**src/rtl/dcache_miss_ctrl_pkg.sv**
```systemverilog
// Shared types for the dcache miss-status holding unit: bus command, block
// data, cache index/tag, per-entry MSHR state and entry record.
// Latency: n/a (types only).  Backpressure: n/a.
package sys_defs;

   localparam int DCACHE_IDX_W  = 5;
   localparam int DCACHE_TAG_W  = 8;
   // Storage width for memory tags; the controller's MEM_TAG_W must not exceed it.
   localparam int MEM_TAG_MAX_W = 8;

   typedef logic [63:0]             DATA;
   typedef logic [DCACHE_IDX_W-1:0] DCACHE_IDX;
   typedef logic [DCACHE_TAG_W-1:0] DCACHE_TAG;

   typedef enum logic [1:0] {
      BUS_NONE  = 2'd0,
      BUS_LOAD  = 2'd1,
      BUS_STORE = 2'd2
   } BUS_COMMAND;

   typedef enum logic [1:0] {
      FREE       = 2'd0,
      WAIT_ISSUE = 2'd1,
      WAIT_RESP  = 2'd2
   } MSHR_STATE;

   typedef struct packed {
      MSHR_STATE                state;
      DCACHE_IDX                idx;
      DCACHE_TAG                tag;
      logic [MEM_TAG_MAX_W-1:0] mem_tag;
   } MSHR_ENTRY;

   // Byte address of a cache block: {tag, idx, 3'b000}, zero-extended to 64 bits.
   function automatic logic [63:0] blk_addr(input DCACHE_TAG t, input DCACHE_IDX i);
      return 64'({t, i, 3'b000});
   endfunction

endpackage

```
**src/rtl/dcache_miss_ctrl_ps_lowest.sv**
```systemverilog
// Priority selector: reports the lowest set bit of req and whether any is set.
// Latency: combinational.  Backpressure: none.
// Ports: req (request vector), vld (any request), idx (lowest requesting index).
module ps_lowest #(
   parameter int WIDTH = 4
) (
   input  logic [WIDTH-1:0]         req,
   output logic                     vld,
   output logic [$clog2(WIDTH)-1:0] idx
);

   localparam int IDX_W = $clog2(WIDTH);

   // Scan from the top down so the lowest requester is written last and wins.
   always_comb begin
      vld = 1'b0;
      idx = '0;
      for (int i = WIDTH - 1; i >= 0; i--) begin
         if (req[i]) begin
            vld = 1'b1;
            idx = IDX_W'(i);
         end
      end
   end

endmodule

```
**src/rtl/dcache_miss_ctrl.sv**
```systemverilog
// Miss-status holding unit feeding the dcache fill port: merges/allocates up to
// two misses per cycle, issues one block load per cycle, matches returning tags.
// Latency: ack and fill are combinational; a new entry issues the cycle after allocation.
// Backpressure: miss_ack=0 means the requester retries; memory rejects (response 0) are retried.
// Ports: clock/reset; miss_req/idx/tag -> miss_ack/miss_id, mshr_full;
//        proc2mem_command/addr, mem2proc_response/data/tag; ld_en/idx/tag/data; fill_valid/fill_id.
module dcache_miss_ctrl
   import sys_defs::*;
#(
   parameter int NUM_MSHR  = 4,
   parameter int MEM_TAG_W = 4
) (
   input  logic                          clock,
   input  logic                          reset,
   input  logic [1:0]                    miss_req,
   input  logic [2*DCACHE_IDX_W-1:0]     miss_idx,
   input  logic [2*DCACHE_TAG_W-1:0]     miss_tag,
   output logic [1:0]                    miss_ack,
   output logic [2*$clog2(NUM_MSHR)-1:0] miss_id,
   output logic                          mshr_full,
   output BUS_COMMAND                    proc2mem_command,
   output logic [63:0]                   proc2mem_addr,
   input  logic [MEM_TAG_W-1:0]          mem2proc_response,
   input  logic [63:0]                   mem2proc_data,
   input  logic [MEM_TAG_W-1:0]          mem2proc_tag,
   output logic                          ld_en,
   output logic [DCACHE_IDX_W-1:0]       ld_idx,
   output logic [DCACHE_TAG_W-1:0]       ld_tag,
   output logic [63:0]                   ld_data,
   output logic                          fill_valid,
   output logic [$clog2(NUM_MSHR)-1:0]   fill_id
);

   localparam int ID_W = $clog2(NUM_MSHR);

   MSHR_ENTRY mshr     [NUM_MSHR];
   MSHR_ENTRY mshr_nxt [NUM_MSHR];

   logic [NUM_MSHR-1:0] free_vec;
   logic [NUM_MSHR-1:0] issue_vec;
   logic [NUM_MSHR-1:0] free1_req;

   logic                issue_vld;
   logic [ID_W-1:0]     issue_id;
   logic                free0_vld, free1_vld;
   logic [ID_W-1:0]     free0_id, free1_id;

   logic                fill_hit;
   logic [ID_W-1:0]     fill_idx;

   DCACHE_IDX           req_idx   [2];
   DCACHE_TAG           req_tag   [2];
   logic [1:0]          match_vld;
   logic [1:0]          match_fill;
   logic [ID_W-1:0]     match_id  [2];

   logic                ack0, ack1, alloc0, alloc1;
   logic [ID_W-1:0]     id0, id1;

   always_comb begin
      for (int i = 0; i < NUM_MSHR; i++) begin
         free_vec[i]  = (mshr[i].state == FREE);
         issue_vec[i] = (mshr[i].state == WAIT_ISSUE);
      end
   end

   ps_lowest #(.WIDTH(NUM_MSHR)) u_issue_pick (.req(issue_vec), .vld(issue_vld), .idx(issue_id));
   ps_lowest #(.WIDTH(NUM_MSHR)) u_free0_pick (.req(free_vec),  .vld(free0_vld), .idx(free0_id));

   // Port 1 may not take the entry port 0 is allocating this cycle.
   assign free1_req = free_vec & ~(alloc0 ? (NUM_MSHR'(1) << free0_id) : '0);

   ps_lowest #(.WIDTH(NUM_MSHR)) u_free1_pick (.req(free1_req), .vld(free1_vld), .idx(free1_id));

   // Fill match. Issuing entries hold mem_tag 0 and tag 0 is never a fill, so they cannot match.
   always_comb begin
      fill_hit = 1'b0;
      fill_idx = '0;
      for (int i = 0; i < NUM_MSHR; i++) begin
         if (mshr[i].state == WAIT_RESP && mem2proc_tag != '0 &&
             mshr[i].mem_tag == MEM_TAG_MAX_W'(mem2proc_tag)) begin
            fill_hit = 1'b1;
            fill_idx = ID_W'(i);
         end
      end
   end

   // Block match of each miss port against outstanding entries.
   always_comb begin
      for (int p = 0; p < 2; p++) begin
         req_idx[p]    = miss_idx[p*DCACHE_IDX_W +: DCACHE_IDX_W];
         req_tag[p]    = miss_tag[p*DCACHE_TAG_W +: DCACHE_TAG_W];
         match_vld[p]  = 1'b0;
         match_fill[p] = 1'b0;
         match_id[p]   = '0;
         for (int i = 0; i < NUM_MSHR; i++) begin
            if (mshr[i].state != FREE && mshr[i].idx == req_idx[p] && mshr[i].tag == req_tag[p]) begin
               match_vld[p]  = 1'b1;
               match_id[p]   = ID_W'(i);
               match_fill[p] = fill_hit && (fill_idx == ID_W'(i));
            end
         end
      end
   end

   // Allocate / merge decision. A miss on the block completing this cycle is
   // refused: the fill lands at this edge, so the retry hits in the dcache.
   always_comb begin
      ack0   = 1'b0;
      alloc0 = 1'b0;
      id0    = '0;
      ack1   = 1'b0;
      alloc1 = 1'b0;
      id1    = '0;
      if (!reset && miss_req[0] && !match_fill[0]) begin
         if (match_vld[0]) begin
            ack0 = 1'b1;
            id0  = match_id[0];
         end else if (free0_vld) begin
            ack0   = 1'b1;
            alloc0 = 1'b1;
            id0    = free0_id;
         end
      end
      if (!reset && miss_req[1] && !match_fill[1]) begin
         if (match_vld[1]) begin
            ack1 = 1'b1;
            id1  = match_id[1];
         end else if (alloc0 && req_idx[1] == req_idx[0] && req_tag[1] == req_tag[0]) begin
            ack1 = 1'b1;
            id1  = free0_id;
         end else if (free1_vld) begin
            ack1   = 1'b1;
            alloc1 = 1'b1;
            id1    = free1_id;
         end
      end
   end

   // Entry state register.
   always_ff @(posedge clock or posedge reset) begin
      if (reset) begin
         for (int i = 0; i < NUM_MSHR; i++) begin
            mshr[i] <= '{state: FREE, idx: '0, tag: '0, mem_tag: '0};
         end
      end else begin
         mshr <= mshr_nxt;
      end
   end

   // Entry next state. Allocation only targets FREE entries, while issue and
   // fill only touch busy ones, so these updates never collide.
   always_comb begin
      mshr_nxt = mshr;
      if (issue_vld && mem2proc_response != '0) begin
         mshr_nxt[issue_id].state   = WAIT_RESP;
         mshr_nxt[issue_id].mem_tag = MEM_TAG_MAX_W'(mem2proc_response);
      end
      if (fill_hit) begin
         mshr_nxt[fill_idx].state   = FREE;
         mshr_nxt[fill_idx].mem_tag = '0;
      end
      if (alloc0) begin
         mshr_nxt[free0_id] = '{state: WAIT_ISSUE, idx: req_idx[0], tag: req_tag[0], mem_tag: '0};
      end
      if (alloc1) begin
         mshr_nxt[free1_id] = '{state: WAIT_ISSUE, idx: req_idx[1], tag: req_tag[1], mem_tag: '0};
      end
   end

   // Outputs.
   always_comb begin
      miss_ack         = {ack1, ack0};
      miss_id          = {id1, id0};
      mshr_full        = ~|free_vec;
      proc2mem_command = issue_vld ? BUS_LOAD : BUS_NONE;
      proc2mem_addr    = issue_vld ? blk_addr(mshr[issue_id].tag, mshr[issue_id].idx) : 64'd0;
      ld_en            = fill_hit;
      ld_idx           = mshr[fill_idx].idx;
      ld_tag           = mshr[fill_idx].tag;
      ld_data          = mem2proc_data;
      fill_valid       = fill_hit;
      fill_id          = fill_idx;
   end

endmodule

```
**config.mk**
```make
export PLATFORM = sky130hd
export DESIGN_NAME = dcache_miss_ctrl
export DESIGN_NICKNAME = d
export VERILOG_FILES = /design/src/rtl/dcache_miss_ctrl_pkg.sv /design/src/rtl/dcache_miss_ctrl_ps_lowest.sv /design/src/rtl/dcache_miss_ctrl.sv
export SDC_FILE = /design/constraint.sdc
export NUM_CORES = 1
export LEC_CHECK = 0
export CORE_UTILIZATION = 50
export CTS_CLUSTER_SIZE = 20
export DETAILED_ROUTE_END_ITERATION = 16
export PLACE_DENSITY = 0.88
export SLEW_MARGIN = 10
export SYNTH_ARGS = -nofsm -noshare
export SYNTH_HDL_FRONTEND = slang
export SYNTH_HIERARCHICAL = 1
export SYNTH_SLANG_ARGS = --single-unit
```
**constraint.sdc**
```tcl
create_clock -name clock -period 17.6 [get_ports clock]
set_input_delay 2.64 -clock clock [delete_from_list [all_inputs] [get_ports clock]]
set_output_delay 2.64 -clock clock [all_outputs]
set_load 0.005 [all_outputs]
```
Word-level counts from Yosys, hierarchy flattened
Cells that the tools add are included.
{ "op_classes": {"order_cmp": 8, "eq_ne": 33, "shifts": 1, "muxes": 103, "n_bitwise": 6, "n_reduce_logical": 55} }
{ "op_table": {"columns": ["op", "count"], "rows": [
  ["bitwise mux 92 bit", 6],
  ["two-way mux 92 bit", 4],
  ["demux 23 bit (select 2 bit)", 6],
  ["binary-select mux 23 bit (select 2 bit)", 2],
  ["two-way mux 23 bit", 4],
  ["two-way mux 21 bit", 4],
  ["== test 8 bit", 9],
  ["two-way mux 2 bit", 25],
  ["two-way mux 1 bit", 48],
  ["== test 5 bit", 9],
  ["logical AND 1 bit", 39],
  ["== test 8 x 4 -> 1 bit", 4],
  ["two-way mux 16 bit", 1],
  ["two-way mux 8 bit", 2],
  ["== test 2 bit, second input constant", 6],
  ["greater-or-equal comparator 3 bit, second input constant", 4],
  ["< comparator 3 x 1 -> 1 bit, second input constant", 4],
  ["inverter 2 -> 3 bit", 4],
  ["== test 2 x 1 -> 1 bit, second input constant", 5],
  ["zero test 2 bit", 5],
  ["nonzero test 2 bit", 4],
  ["nonzero test 4 bit", 2],
  ["AND 4 bit", 1],
  ["zero test 1 bit", 4],
  ["other kinds (4)", 4]
]} }
{ "totals": {"reg_bits": 92, "in_bits": 102, "output_inout_bits": 154, "elab_cells": 222} }

Longest topological paths before layout
{ "depth": {"depth_word": 29, "mapped_depth": 20} }

By module
The synthesis kept the hierarchy.
{ "by_module_without_submodules": {"columns": ["mod", "n_inst", "cells_each", "area_per_inst_um2", "seq_area_each_um2"], "rows": [
  ["dcache_miss_ctrl", 1, 891, 7821.3, 2302.2],
  ["ps_lowest", 3, 7, 35.0, 0.0]
]} }

Worst setup path before layout
No wires, ideal clock.
{ "synth_path": {"path_type": "input to output", "start": "input port reset", "end": "output port miss_id[2]", "arrival_ps": 6636, "t_required_ps": 14960, "path_slack_ps": 8324, "stages": 12, "path_buffers": 1, "path_cell_list": "inv_1 o211ai_2 a21oi_2 nand3_2 buf_2 and2_1 nand2b_1 a21oi_2 nand2_1 mux2i_1 nand3_1 a31oi_1"} }
{ "synth_via": {"word_cells_on_any_way": 23, "cone_classes": "mux: 14; bitwise: 2; reduce/logical: 7"} }
{ "synth_lines": {"columns": ["element", "line", "source"], "rows": [
  ["start: declaration", "dcache_miss_ctrl.sv:14", "input logic reset,"],
  ["zero test 1 bit (no line)", null, null],
  ["logical AND 1 bit (2 in a row)", "dcache_miss_ctrl.sv:115", "if (!reset && miss_req[0] && !match_fill[0]) begin"],
  ["two-way mux 1 bit", "dcache_miss_ctrl.sv:115", null],
  ["two-way mux 4 bit", "dcache_miss_ctrl.sv:71", "assign free1_req = free_vec & ~(alloc0 ? (NUM_MSHR'(1) << free0_id) : '0);"],
  ["inverter 4 bit", "dcache_miss_ctrl.sv:71", null],
  ["AND 4 bit", "dcache_miss_ctrl.sv:71", null],
  ["named net free1_req[2]", "dcache_miss_ctrl.sv:41", "logic [NUM_MSHR-1:0] free1_req;"],
  ["two-way mux 2 bit (3 in a row)", "dcache_miss_ctrl_ps_lowest.sv:19", "if (req[i]) begin"],
  ["named net free1_id[0]", "dcache_miss_ctrl.sv:46", "logic [ID_W-1:0] free0_id, free1_id;"],
  ["two-way mux 2 bit", "dcache_miss_ctrl.sv:132", "end else if (free1_vld) begin"],
  ["two-way mux 2 bit", "dcache_miss_ctrl.sv:129", "end else if (alloc0 && req_idx[1] == req_idx[0] && req_tag[1] == req_tag[0]) begin"],
  ["two-way mux 2 bit", "dcache_miss_ctrl.sv:126", "if (match_vld[1]) begin"],
  ["two-way mux 2 bit", "dcache_miss_ctrl.sv:125", "if (!reset && miss_req[1] && !match_fill[1]) begin"],
  ["end: declaration", "dcache_miss_ctrl.sv:19", "output logic [2*$clog2(NUM_MSHR)-1:0] miss_id,"]
]} }
The timed path passes the listed nets, and every way through them passes these cells.

Worst setup path in the final report
{ "layout_path": {"start": "input port mem2proc_tag[2]", "end": "output port miss_id[2]"} }
{ "layout_via": {"word_cells_on_any_way": 58, "cone_classes": "eq/ne: 7; mux: 29; bitwise: 2; reduce/logical: 20"} }
{ "layout_lines": {"columns": ["element", "line", "source"], "rows": [
  ["start: declaration", "dcache_miss_ctrl.sv:25", "input logic [MEM_TAG_W-1:0] mem2proc_tag,"],
  ["nonzero test 4 bit", "dcache_miss_ctrl.sv:80", "if (mshr[i].state == WAIT_RESP && mem2proc_tag != '0 &&"],
  ["logical AND 1 bit (2 in a row)", "dcache_miss_ctrl.sv:80", null],
  ["two-way mux 1 bit", "dcache_miss_ctrl.sv:80", null],
  ["two-way mux 1 bit or two-way mux 2 bit (tied branches) (2 in a row)", "dcache_miss_ctrl.sv:80", null],
  ["two-way mux 1 bit or zero test 2 bit (tied branches)", "dcache_miss_ctrl.sv:80, dcache_miss_ctrl.sv:100", null],
  ["logical AND 1 bit", "dcache_miss_ctrl.sv:100", "match_fill[p] = fill_hit && (fill_idx == ID_W'(i));"],
  ["two-way mux 1 bit (3 in a row)", "dcache_miss_ctrl.sv:97", "if (mshr[i].state != FREE && mshr[i].idx == req_idx[p] && mshr[i].tag == req_tag[p]) begin"],
  ["two-way mux 1 bit *", "dcache_miss_ctrl.sv:97", null],
  ["[... 5 more ...]", null, null],
  ["AND 4 bit *", "dcache_miss_ctrl.sv:71", null],
  ["named net free1_req[2]", "dcache_miss_ctrl.sv:41", null],
  ["two-way mux 2 bit * (3 in a row)", "dcache_miss_ctrl_ps_lowest.sv:19", null],
  ["named net free1_id[0]", "dcache_miss_ctrl.sv:46", null],
  ["two-way mux 2 bit *", "dcache_miss_ctrl.sv:132", null],
  ["two-way mux 2 bit *", "dcache_miss_ctrl.sv:129", null],
  ["two-way mux 2 bit *", "dcache_miss_ctrl.sv:126", null],
  ["two-way mux 2 bit *", "dcache_miss_ctrl.sv:125", null]
]} }
The timed path passes the listed nets; every way through them passes the cells marked *.

==> results.sh <==
export IMPL_status="completed"
export IMPL_clk_path_buf_depth=2
export IMPL_fmax_mhz=96.0
export IMPL_p_per_area_nw_per_um2=185
export IMPL_drtIter0Drc=690
export IMPL_hold_class="reg2reg"
export IMPL_synthesis_area_sq_um=7930
export IMPL_overflow=0
export IMPL_antenna_found_initial=0
export IMPL_ys_types=48
export IMPL_power_frac_comb_pct=57.3
export IMPL_synth_compound_area_share_pct=7.81
export IMPL_p_clk_share_pct=14.0
export IMPL_cts_tree="done"
export IMPL_area_growth_synth_to_final_pct=4.55
export IMPL_critPathMaxFanout=27
export IMPL_cts_htree_levels=3
export IMPL_grt_usage_pct=27.0
export IMPL_core_area_sq_um=15300
export IMPL_worst_ep_required_time_ps=14960
export IMPL_relSlewSlack_pct=22.8
export IMPL_yosys_warnings=6
export IMPL_final_common_cell="xor2_1"
export IMPL_grt_pass1_vias=6146
export IMPL_setup_violations=0
export IMPL_arrival_ps=7780
export IMPL_clock_latency_ps=350
export IMPL_die_height_um=128
export IMPL_worst_slew_pin_slew_ps=1150
export IMPL_portBuffers=75
export IMPL_start_kind="input pin"
export IMPL_drive_gt1_share_pct=5.93
export IMPL_finalHoldViolCount=0
export IMPL_synth_seq_cells=92
export IMPL_io_pins=256
export IMPL_rsz0062_at_grt="false"
export IMPL_clk_pin_slew_worst_paths_ps=60
export IMPL_antenna_left=0
export IMPL_timing_final_crit_period_ps=10420
export IMPL_first_pass_iters=5
export IMPL_pwr_share_seq_pct=28.6
export IMPL_finalSetupTns_ps=0
export IMPL_layout_common_cells="xor2_1 (102), nor2_1 (100), dfrtp_1 (92)"
export IMPL_place_ws_ps=7330
export IMPL_post_cts_setup_buffers=0
export IMPL_fillers=1381
export IMPL_largest_register="mshr"
export IMPL_reg_largest_list="mshr x92"
export IMPL_crit_type="in2out"
export IMPL_cts_made_buffers=9
export IMPL_start_util_pct=51.8
export IMPL_drc=0
export IMPL_viasPerCell=5.98
export IMPL_antennaDiodeCount=0
export IMPL_die_w_um=128
export IMPL_finalCritPeriodShare_pct=59.2
export IMPL_synthAdderAreaFrac_pct=0
export IMPL_vias=6506
export IMPL_vdd_ir_drop_max_mv=0.0910
export IMPL_fin_nets=974
export IMPL_finalWorstSetupSlack_ps=7180
export IMPL_crit_path_end_kind="output pin"
export IMPL_slew_violations=0
export IMPL_postLayoutCoreUtil_pct=54.1
export IMPL_ys_seq_area_share_pct=29.0
export IMPL_synthMuxAreaShare_pct=14.2
export IMPL_largest_reg_flops=92
export IMPL_clkSinkCount=92
export IMPL_num_rows=45
export IMPL_synth_top_family_by_area="simple AND/OR/NAND/NOR gates"
export IMPL_intPower_uw=863
export IMPL_hpwl_mm=15.4
export IMPL_finalClockSkew_ps=7.06
export IMPL_grt_pass1_wl_mm=33.9
export IMPL_post_cts_resized=0
export IMPL_leakagePower_nw=3.79
export IMPL_yosys_area_share_simple_pct=18.5
export IMPL_place_congestion=1.02
export IMPL_post_place_cells=1072
export IMPL_layout_cells_non_filler=1088
export IMPL_cts_root_buf="clkbuf_16"
export IMPL_switching_share_pct=43.7
export IMPL_synth_xor_area_share_pct=14.6
export IMPL_switching_power_uw=670
export IMPL_syn_inst=912
export IMPL_drt_wirelength_per_cell_um=19.8
export IMPL_hold_buffers=0
export IMPL_routed_wl_mm=21.5
export IMPL_die_area_sq_um=16400
export IMPL_syn_area_per_cell_sq_um=8.69
export IMPL_max_cap_viol_count=0
export IMPL_grt_max_degree=55
export IMPL_power_total_mw=1.53
==> critical path, cell delays in order <==
cell             delay [ps]
clkdlybuf4s50_1         540
xor2_1                  220
nor4_1                  460
nand3_1                 830
nand4_1                 490
or3_1                   340
nand3_2                 530
and2_1                  390
nand2b_1                150
a21oi_2                 140
nand2_1                  90
mux2i_1                 140
nand3_1                  90
a31oi_1                 190
clkdlybuf4s50_1         530
==> path summary, 6_finish.rpt <==
check,startpoint,to,slack (ps),cells past startpoint
max,mem2proc_tag[2],miss_id[2],7180,15
min,mshr[4]$_DFF_PP0_,mshr[4]$_DFF_PP0_,490,2
max reg2reg,mshr[44]$_DFF_PP0_,mshr[70]$_DFF_PP0_,11360,14
min reg2reg,mshr[4]$_DFF_PP0_,mshr[4]$_DFF_PP0_,490,2
max in group asynchronous,reset,mshr[80]$_DFF_PP0_,13710,3
min in group asynchronous,reset,mshr[2]$_DFF_PP0_,2710,2
==> metrics by stage <==
stage / hold slack, ps / cell area [sq um]
3_3_place_gp: 473 / 7960
2_1_floorplan: 454 / 8120
3_5_place_dp: 480 / 7960
6_report: 487 / 8290
4_1_cts: 490 / 8290
5_1_grt: 513 / 8290
==> area by class of cell <==
type,instances,area (sq um),share of cell area [%]
well taps,211,264,3.19
inverters,11,42.5,0.513
clock inverters,5,82.6,0.997
clock buffers,11,243,2.93
multi-input cells,679,4570,55.2
flip-flops and latches,92,2300,27.8
repair buffers,79,781,9.42
==> layer usage <==
layer | wire [um] | global-route usage, % | up-vias
met1 | 8590 | 35.5 | 3088
met5 | 0 | 0 | -
met3 | 2200 | 6.51 | 105
met4 | 1190 | 16.6 | 0
met2 | 9540 | 40.2 | 455
li1 | - | - | 2858
==> power groups by stage <==
stage	Combinational [mW]	Clock (mW)	Sequential (mW)
finish	0.879	0.215	0.438
global route	0.949	0.223	0.449
floorplan	0.608	0	0.393
detailed placement	0.857	0	0.435
global placement	0.837	0	0.429
CTS	0.867	0.216	0.432
==> synthesized netlist by cell type, drive strengths merged <==
library cell	number	area share (%)
xor2	102	11
o211ai	4	0.51
or4	5	0.47
a21oi	65	4.3
mux4	13	3.7
a31oi	3	0.24
o41ai	2	0.22
and2	23	1.8
clkbuf	30	1.4
nor4bb	4	0.51
dfrtp	92	29
inv	11	0.52
a21o	1	0.095
o21a	1	0.095
nor4	28	2.2
nand3	24	1.8
conb	1	0.047
nor2b	3	0.24
nor2	100	4.7
a21boi	1	0.095
o41a	1	0.14
nand2b	4	0.32
o21ai	28	1.8
and3	6	0.47
or4b	2	0.25
o211a	1	0.13
nand4	12	0.95
nor3b	5	0.47
nand2	44	2.1
or2	3	0.24
buf	151	14
mux2i	83	10
and4	1	0.11
nor3	19	1.2
o2111ai	1	0.11
o21ba	1	0.13
nand3b	2	0.19
or3	5	0.39
xnor2	30	3.3
==> cells by family (layout without fill, tap and decap cells) <==
logic type             after synthesis  after routing
AO/OA/AOI/OAI                      109            109
XOR/XNOR                           132            132
buffers and inverters              192            106
flip-flops                          92             92
multiplexers                        96             96
other                                1             52
AND/OR/NAND/NOR                    290            290
No activity file was read; power rests on OpenSTA's default activity.
